**config.mk**
```make
export PLATFORM = sky130hd
export DESIGN_NAME = wb_merge_unit
export DESIGN_NICKNAME = d
export VERILOG_FILES = /design/src/rtl/wb_merge_unit.sv
export SDC_FILE = /design/constraint.sdc
export NUM_CORES = 1
export LEC_CHECK = 0
export ABC_AREA = 0
export CAP_MARGIN = 20
export CORE_ASPECT_RATIO = 0.7
export CORE_UTILIZATION = 29
export DETAILED_ROUTE_END_ITERATION = 16
export GPL_TIMING_DRIVEN = 0
export PLACE_DENSITY_LB_ADDON = 0.25
export SKIP_CTS_REPAIR_TIMING = 1
export SLEW_MARGIN = 20
export SYNTH_ARGS = -nofsm -noshare
export SYNTH_HDL_FRONTEND = slang
export SYNTH_SLANG_ARGS = --single-unit
```
**constraint.sdc**
```tcl
create_clock -name clk -period 4.7 [get_ports clk]
set_input_delay 0.94 -clock clk [delete_from_list [all_inputs] [get_ports clk]]
set_output_delay 0.94 -clock clk [all_outputs]
set_load 0.05 [all_outputs]
```
**src/rtl/wb_merge_unit.sv**
```systemverilog
// wb_merge_unit: merges the ALU and memory writeback lanes onto the single
// register-file write port. Entries leave in program order, using a small FIFO
// when both lanes write in the same cycle or when a backlog has built up.
module wb_merge_unit #(
    parameter int DW    = 32,
    parameter int AW    = 5,
    parameter int DEPTH = 4,
    parameter int CW    = 3
) (
    input  logic          clk,
    input  logic          rst_n,
    input  logic          alu_wr_en,
    input  logic [AW-1:0] alu_wr_addr,
    input  logic [DW-1:0] alu_wr_data,
    input  logic          mem_wr_en,
    input  logic [AW-1:0] mem_wr_addr,
    input  logic [DW-1:0] mem_wr_data,
    output logic          rf_wr_en,
    output logic [AW-1:0] rf_wr_addr,
    output logic [DW-1:0] rf_wr_data,
    output logic          stall_out,
    output logic [CW-1:0] fifo_count,
    output logic          overflow
);

    localparam int PW = $clog2(DEPTH);

    logic [AW-1:0] fifoAddr_q [DEPTH];
    logic [DW-1:0] fifoData_q [DEPTH];
    logic [PW-1:0] rdPtr_q, rdPtr_d;
    logic [PW-1:0] wrPtr_q, wrPtr_d;
    logic [PW-1:0] wrIdxMem;
    logic [CW-1:0] count_q, count_d;
    logic          overflow_q, overflow_d;
    logic          rfWrEn_q, rfWrEn_d;
    logic [AW-1:0] rfWrAddr_q, rfWrAddr_d;
    logic [DW-1:0] rfWrData_q, rfWrData_d;

    logic          aluLive, memLive, fifoEmpty, deq;
    logic          wantAlu, wantMem, accAlu, accMem;
    logic [CW:0]   space;

    // Lane filtering and enqueue decisions; a dequeue frees its slot this cycle
    // and, when room is short, the memory entry is the one dropped.
    always_comb begin
        aluLive   = alu_wr_en && (alu_wr_addr != '0);
        memLive   = mem_wr_en && (mem_wr_addr != '0);
        fifoEmpty = (count_q == '0);
        deq       = !fifoEmpty;
        wantAlu   = !fifoEmpty && aluLive;
        wantMem   = memLive && (!fifoEmpty || aluLive);
        space     = (CW+1)'(DEPTH) - {1'b0, count_q} + {{CW{1'b0}}, deq};
        accAlu    = wantAlu && (space != '0);
        accMem    = wantMem && (space > {{CW{1'b0}}, accAlu});
        wrIdxMem  = wrPtr_q + {{(PW-1){1'b0}}, accAlu};
        wrPtr_d   = wrPtr_q + {{(PW-1){1'b0}}, accAlu} + {{(PW-1){1'b0}}, accMem};
        rdPtr_d   = rdPtr_q + {{(PW-1){1'b0}}, deq};
        count_d   = count_q + {{(CW-1){1'b0}}, accAlu} + {{(CW-1){1'b0}}, accMem}
                    - {{(CW-1){1'b0}}, deq};
        overflow_d = overflow_q || (wantAlu && !accAlu) || (wantMem && !accMem);
    end

    // Output source selection: queued backlog first, then the bypass lanes.
    always_comb begin
        rfWrEn_d   = 1'b0;
        rfWrAddr_d = rfWrAddr_q;
        rfWrData_d = rfWrData_q;
        if (!fifoEmpty) begin
            rfWrEn_d   = 1'b1;
            rfWrAddr_d = fifoAddr_q[rdPtr_q];
            rfWrData_d = fifoData_q[rdPtr_q];
        end else if (aluLive) begin
            rfWrEn_d   = 1'b1;
            rfWrAddr_d = alu_wr_addr;
            rfWrData_d = alu_wr_data;
        end else if (memLive) begin
            rfWrEn_d   = 1'b1;
            rfWrAddr_d = mem_wr_addr;
            rfWrData_d = mem_wr_data;
        end
    end

    // Control state and output register; reset discards any queued entries.
    always_ff @(posedge clk or negedge rst_n) begin
        if (!rst_n) begin
            rdPtr_q    <= '0;
            wrPtr_q    <= '0;
            count_q    <= '0;
            overflow_q <= 1'b0;
            rfWrEn_q   <= 1'b0;
            rfWrAddr_q <= '0;
            rfWrData_q <= '0;
        end else begin
            rdPtr_q    <= rdPtr_d;
            wrPtr_q    <= wrPtr_d;
            count_q    <= count_d;
            overflow_q <= overflow_d;
            rfWrEn_q   <= rfWrEn_d;
            rfWrAddr_q <= rfWrAddr_d;
            rfWrData_q <= rfWrData_d;
        end
    end

    // FIFO storage needs no reset since validity is tracked by the count.
    always_ff @(posedge clk) begin
        if (accAlu) begin
            fifoAddr_q[wrPtr_q] <= alu_wr_addr;
            fifoData_q[wrPtr_q] <= alu_wr_data;
        end
        if (accMem) begin
            fifoAddr_q[wrIdxMem] <= mem_wr_addr;
            fifoData_q[wrIdxMem] <= mem_wr_data;
        end
    end

    assign rf_wr_en   = rfWrEn_q;
    assign rf_wr_addr = rfWrAddr_q;
    assign rf_wr_data = rfWrData_q;
    assign fifo_count = count_q;
    assign overflow   = overflow_q;
    assign stall_out  = (count_q >= CW'(DEPTH - 2));

endmodule

```
# Word level (Yosys, flattened, before mapping)
# Memory sizes are Yosys's and may differ from the RTL's.
# Index checks and enable logic that the tools add are counted.
# W data, S select, Z words.
[classes] addsub=8 n_mul=0 div_mod_pow=0 order_cmp=2 eq_ne=1 shift=0 n_mux=13 bitwise_logic=0 n_reduce_logical=18
[op_table] op="$mux W32" count=3
[op_table] op="$mux W5" count=3
[op_table] op="$reduce_bool A5 Y1" count=2
[op_table] op="$logic_and A1 B1 Y1" count=8
[op_table] op="$mux W1" count=7
[op_table] op="$add A2 B1 Y2" count=3
[op_table] op="$add A3 B1 Y3" count=2
[op_table] op="$add A4 B1 Y4" count=1
[op_table] op="$gt A4 B1 Y1" count=1
[op_table] op="$reduce_bool A4 Y1" count=1
[op_table] op="$sub A3 B3 Y4 const A" count=1
[op_table] op="$ge A3 B2 Y1 const B" count=1
[op_table] op="$logic_not A1 Y1" count=3
[op_table] op="$logic_not A3 Y1" count=1
[op_table] op="$logic_or A1 B1 Y1" count=3
[op_table] op="$ne A3 B3 Y1 const B" count=1
[op_table] op="$sub A3 B1 Y3" count=1
[totals] register_bits=46 latchBits=0 ramBits=148 romBits=0 output_inout_bits=43 word_cells=51 mem_count=2
[mem_list] name="fifoData_q" depth=4 width=32 read_ports=1 rd_clocked_by_memory_dff=0 write_ports=2 line="29" rtl="logic [DW-1:0] fifoData_q [DEPTH];"
[mem_list] name="fifoAddr_q" depth=4 width=5 read_ports=1 rd_clocked_by_memory_dff=0 write_ports=2 line="28" rtl="logic [AW-1:0] fifoAddr_q [DEPTH];"

# Logic depth before layout (Yosys ltp)
# Gate-level depths: netlist of the first run.
[depth] depth_word=10 ltp_mapped=14

# Least setup slack after synthesis of the first run
# No wires, ideal clock.
[synth_timing] path_kind="input to register" from="in alu_wr_en" to="mem fifoAddr_q[0][0] (enable)" setup_ns=0.487 arrival_time_ns=4.734 slack_ns=-0.521 stages=6 path_cell_list="clkbuf_1 -> o21ai_1 -> buf_4 -> buf_2 -> nand4b_1 -> o31ai_1"
[synth_lines] item="start: declaration" line="12" rtl="input logic alu_wr_en,"
[synth_lines] item="end: declaration" line="28"

==> results.json, run 1 <==
{
  "ir_worst_vdd_v": 0.000295,
  "cts_tree": "built",
  "ys_warn_count": 0,
  "htree_levels": 4,
  "grt_usage_pct": 16.6,
  "core-area_um2": 33500,
  "multiInputGateArea_um2": 4060,
  "p_leak_nw": 4.39,
  "p_total_mw": 9.45,
  "dpl.cell_count": 1171,
  "area_growth_pct": 27.3,
  "io_pins": 121,
  "fin_area_um2": 12600,
  "violations": "design-rule violations",
  "status": "complete, but fails checks",
  "power.switching_mw": 3.54,
  "skew_ns": 0.00875,
  "path_max_fanout": 18,
  "ys_seq_area_share_pct": 56.6,
  "final_core_util_pct": 37.5,
  "max_stage_delay_ns": 0.59,
  "stdcell_count": 1209,
  "finalHoldViolCount": 0,
  "grt_pass1_wl_um": 42100,
  "power.internal_mw": 5.92,
  "max_cap_viol_count": 0,
  "hp-class": "input port to async pin",
  "synth_cell_type_count": 50,
  "clock_latency_ns": 0.45,
  "timing.critical_path.slowest_stage_cell": "or4_1",
  "dieArea_um2": 34800,
  "cts_sinks": 194,
  "finalSetupTns_ns": 0,
  "power_frac_seq_pct": 33.8,
  "drc": 1,
  "layout_commonest_cell": "edfxtp_1",
  "worst_slack_ns": 0.158,
  "postRouteAntennaNets": 0,
  "ys_seq_elements": 194,
  "p_per_area_nw_per_um2": 752,
  "combPwrFrac_pct": 49.3,
  "num_vias": 6026,
  "grt_pass1_vias": 6433,
  "worst_ep_required_time_ns": 4.85,
  "async_flop_share_pct": 23.7,
  "crit_type": "input port to register",
  "tightestPinTransition_ns": 0.962,
  "start_util_pct": 29.5,
  "drive_gt1_share_pct": 34.5,
  "synth_area_um2": 9880,
  "rsz0062_at_grt": "no",
  "reg2reg_from": "fifo_count[2]",
  "rr_worst_depth": 13,
  "hold_slack_ns": 0.388,
  "die_y_um": 156,
  "crit_end": "fifoData_q[1][3]",
  "setup_viol": 0,
  "crit_family": "buffers and inverters",
  "first_pass_iters": 11,
  "slew_headroom_pct": 35.9,
  "worst-path-stages": 13,
  "drt-initial-drc-count": 397,
  "wl_per_cell_um": 22.9,
  "hpwlAfterDp_um": 18800,
  "ys.flop_type": "edfxtp_1",
  "critPathLaunchType": "input port",
  "r2r_setup_slack_ns": 0.38,
  "swShare_pct": 37.4,
  "final_cell_mix": "edfxtp_1, mux2_2, clkdlybuf4s50_1, dfrtp_1, mux2_1",
  "end_kind": "register",
  "gp_congestion": 0.739,
  "power.share.clock_pct": 16.8,
  "row_count": 56,
  "drt_wl_total_um": 27700,
  "die_w_um": 223,
  "clkTransAtPathRegs_ns": 0.08,
  "antenna_found_initial": 1,
  "place_ws_ns": -1.31,
  "path_buf_inv": 6,
  "cp-startpoint": "alu_wr_addr[2]",
  "final_nets": 847,
  "reg2reg_to": "fifoData_q[1][3]",
  "dpl_cell_area_um2": 11900,
  "min_period_ns": 4.54,
  "arrival_ns": 4.69,
  "fin_crit_sh_pct": 96.6,
  "final-seq-area_um2": 5600,
  "syn_area_per_cell_um2": 16.3,
  "via_per_inst": 4.98,
  "grt-ovfl-total": 0,
  "clk_path_buf_depth": 2,
  "grt_max_degree": 26,
  "worstPathCellList": "clkdlybuf4s50_1, or4_1, o21ai_1, clkbuf_8, nand4b_1, inv_1, ha_1, o221a_2, nor4_2, buf_4, buf_6, o21bai_4, buf_12",
  "syn-instance-count": 607,
  "synth_enable_flop_cells": 148,
  "synth_nets": 694,
  "fill_cells": 3225,
  "numCtsBuffers": 17,
  "maxSlewViolCount": 0,
  "max_freq_ghz": 0.220,
  "io_buffers": 119,
  "cts_root_buf": "clkbuf_16"
}
## logic make-up after synthesis
| logic type | Yosys count | share of synthesized area (%) |
|---|---|---|
| buf+inv | 52 | 2.84 |
| fa+ha+maj | 9 | 1.29 |
| other cells | 1 | 0.0380 |
| compound gates | 58 | 5.32 |
| flops | 194 | 56.6 |
| mux | 219 | 29.2 |
| xor+xnor | 6 | 0.532 |
| simple gates | 68 | 4.17 |
## worst min-delay path by stage
stage / slack [ns] / cells after the start / start / to
2_1_floorplan: 0.64 / 0 / rst_n / fifo_count[0]
3_3_place_gp: 0.50 / 1 / rf_wr_data[24] / rf_wr_data[24]
3_5_place_dp: 0.50 / 1 / rf_wr_data[25] / rf_wr_data[25]
4_1_cts: 0.39 / 1 / rst_n / rf_wr_data[25]
5_1_grt: 0.41 / 1 / rst_n / rf_wr_data[25]
6_report: 0.39 / 1 / rst_n / rf_wr_data[25]
## state kept, by name, summed over array words and instances (netlist names)
name        flops
rf_wr_data     32
rf_wr_en        1
rdPtr_q         2
overflow        1
rf_wr_addr      5
fifoAddr_q     20
fifoData_q    128
wrPtr_q         2
fifo_count      3
## layer usage
metal,vias up,global-route usage [%],part of all wire [%]
li1,2761,-,-
met1,3102,23.9,50
met2,140,25.7,45
met3,23,2.72,3.8
met4,0,4.83,1.2
met5,-,0,0
## cell usage after synthesis, types with 2 or more instances
cell type / number / area share, %
buf_4: 10 / 0.76
and2_1: 32 / 2.0
nor2_1: 9 / 0.34
inv_1: 12 / 0.46
a221o_1: 32 / 3.2
mux2_1: 38 / 4.3
dfrtp_1: 46 / 12
nand2_1: 7 / 0.27
edfxtp_1: 148 / 45
o31ai_1: 5 / 0.38
nand4_1: 2 / 0.13
nor4_2: 2 / 0.25
mux2_2: 143 / 16
ha_1: 7 / 0.89
nor4_1: 3 / 0.19
nand2b_1: 2 / 0.13
buf_6: 4 / 0.46
clkbuf_1: 11 / 0.42
a21oi_1: 2 / 0.10
a221oi_1: 4 / 0.35
xnor2_1: 5 / 0.44
buf_2: 14 / 0.71
nand3_1: 3 / 0.15
o21bai_1: 2 / 0.15
mux4_2: 37 / 8.4
or4_1: 2 / 0.15
fa_1: 2 / 0.41
## area by class of cell
type	instances	share of cell area, %
flip-flops and latches	194	44.5
multi-input cells	361	32.3
repair buffers	135	11.6
well taps	435	4.33
clock buffers	18	3.49
plain buffers	39	1.91
clock inverters	14	1.49
inverters	12	0.358
diodes	1	0.0199
## power groups by stage
stage / combinational [mW] / clock (mW) / sequential [mW]
after CTS: 4.73 / 1.62 / 3.21
after global routing: 5.01 / 1.68 / 3.28
after detailed placement: 4.71 / 0 / 3.24
after global placement: 4.36 / 0 / 3.34
final: 4.66 / 1.59 / 3.20
after floorplan: 2.43 / 0 / 3.81
Power figures use the tool's default switching activity.
==> inputs of run 2 (changes only) <==
Settings changed: GPL_ROUTABILITY_DRIVEN from default to 0, SETUP_SLACK_MARGIN from default to 0.4.
==> run 2 against run 1 <==
The run still ends with design-rule violations left. Combinational power increased by 4%. Clock power about the same. Die area unchanged. Clock-buffer cell count unchanged. Cell count increased by 0.66%. Total power increased by 2.0%. Sequential power about the same. Maximum frequency increased by 10%. Worst hold slack got worse by 0.0032 ns. Critical endpoint is now fifoData_q[1][11]. Highest routed layer unchanged.
==> results.json, run 2 (synthesis results as in run 1) <==
{
  "dpl.cell_count": 1171,
  "tightestPinTransition_ns": 0.976,
  "via_per_inst": 4.98,
  "hp-class": "input port to async pin",
  "violations": "design-rule violations",
  "first_pass_iters": 13,
  "postRouteAntennaNets": 0,
  "io_buffers": 119,
  "stdcell_count": 1217,
  "min_period_ns": 4.11,
  "core-area_um2": 33500,
  "critPathLaunchType": "input port",
  "max_freq_ghz": 0.243,
  "regMostFlops": "fifoData_q",
  "grt_pass1_vias": 6433,
  "fin_crit_sh_pct": 87.5,
  "area_growth_pct": 28.7,
  "timing.critical_path.slowest_stage_cell": "or4_4",
  "num_vias": 6061,
  "fin_area_um2": 12700,
  "largest_reg_flops": 128,
  "dieArea_um2": 34800,
  "status": "complete, but fails checks",
  "end_kind": "register",
  "antenna_found_initial": 1,
  "path_max_fanout": 10,
  "finalHoldViolCount": 0,
  "rsz0062_at_grt": "no",
  "final_cell_mix": "edfxtp_1, mux2_2, clkdlybuf4s50_1, dfrtp_1, mux2_1",
  "layout_commonest_cell": "edfxtp_1",
  "worstPathCellList": "dlymetal6s2s_1, or4_4, o21ai_4, buf_6, buf_6, nand4b_1, inv_1, ha_1, xnor2_2, nand2_1, nor4_4, buf_4, buf_6, o21bai_4, clkbuf_16",
  "crit_type": "input port to register",
  "max_stage_delay_ns": 0.58,
  "skew_ns": 0.0103,
  "crit_top_cell": "buf_6",
  "wl_per_cell_um": 23.1,
  "clock_latency_ns": 0.45,
  "clk_path_buf_depth": 2,
  "hpwlAfterDp_um": 18800,
  "worst_slack_ns": 0.587,
  "cts_root_buf": "clkbuf_16",
  "row_count": 56,
  "ir_worst_vdd_v": 0.000291,
  "grt-ovfl-total": 0,
  "arrival_ns": 4.28,
  "grt_usage_pct": 16.6,
  "rr_worst_depth": 14,
  "grt_pass1_wl_um": 42100,
  "numCtsBuffers": 17,
  "drive_gt1_share_pct": 35.9,
  "htree_levels": 4,
  "die_y_um": 156,
  "io_pins": 121,
  "dpl_cell_area_um2": 11900,
  "place_ws_ns": -1.31,
  "final_core_util_pct": 38.0,
  "p_per_area_nw_per_um2": 759,
  "drt_wl_total_um": 28100,
  "drc": 1,
  "start_util_pct": 29.5,
  "worst_ep_required_time_ns": 4.87,
  "cts_tree": "built",
  "setup_viol": 0,
  "grt_max_degree": 26,
  "slew_headroom_pct": 34.9,
  "die_w_um": 223,
  "max_cap_viol_count": 0,
  "final_nets": 855,
  "clkTransAtPathRegs_ns": 0.08,
  "maxSlewViolCount": 0,
  "p_leak_nw": 4.47,
  "drt-initial-drc-count": 373,
  "cts_sinks": 194
}
## run 2: changes by cell type in the layout (fill, tap and decap cells not counted), moves of 2 or more
| cell | change |
|---|---|
| buf_6 | +4 |
| buf_4 | +2 |
| clkbuf_16 | +2 |
| clkdlybuf4s50_1 | -2 |
## run 2: critical path, delay by kind of cell
family	cells	cell delay, ns
XOR/XNOR	1	0.23
AND/OR/NAND/NOR	4	1.19
adder cells (fa/ha/maj)	1	0.23
buffers and inverters	7	1.21
AO/OA/AOI/OAI	2	0.45
## run 2: layout make-up
cell class,instances,area (um^2)
Timing Repair Buffer,142,1550
Inverter,12,45.0
Tap cell,435,544
Clock buffer,18,439
Antenna cell,1,2.50
Fill cell,3217,20800
Clock inverter,14,188
Sequential cell,194,5600
Multi-Input combinational cell,361,4100
Buffer,40,249
## run 2: path summary, 6_finish.rpt
kind	startpoint	end	slack [ns]
setup / recovery	alu_wr_addr[2]	fifoData_q[1][11]	0.59
max in group asynchronous	rst_n	rf_wr_data[5]	3.78
hold / removal	rst_n	rf_wr_data[25]	0.39
hold reg to reg	rf_wr_data[25]	rf_wr_data[25]	0.51
min in group clk	rf_wr_data[25]	rf_wr_data[25]	0.51
setup reg to reg	fifo_count[2]	fifoData_q[1][11]	0.74
## run 2: per-layer routing
metal,track usage (%),vias up,part of all wire (%)
met3,2.72,26,3.8
met4,4.83,0,1.5
met2,25.7,143,45
met1,23.9,3122,50
li1,-,2770,-
met5,0,-,0
## run 2: stage by stage
stage | power, mW | hold slack (ns) | setup TNS, ns
floorplan | 6.24 | 0.644 | -23.48
global placement | 7.70 | 0.501 | -469.28
detailed placement | 7.95 | 0.501 | -302.72
CTS | 9.55 | 0.392 | -165.46
global route | 10.2 | 0.410 | 0
finish | 9.65 | 0.385 | 0
## run 2: power by group
part	leakage [nW]	total, mW	internal (mW)	switching [mW]
combinational	2.27	4.85	2.22	2.63
sequential	1.91	3.20	2.91	0.291
clock	0.298	1.59	0.903	0.691
total	4.47	9.65	6.04	3.61
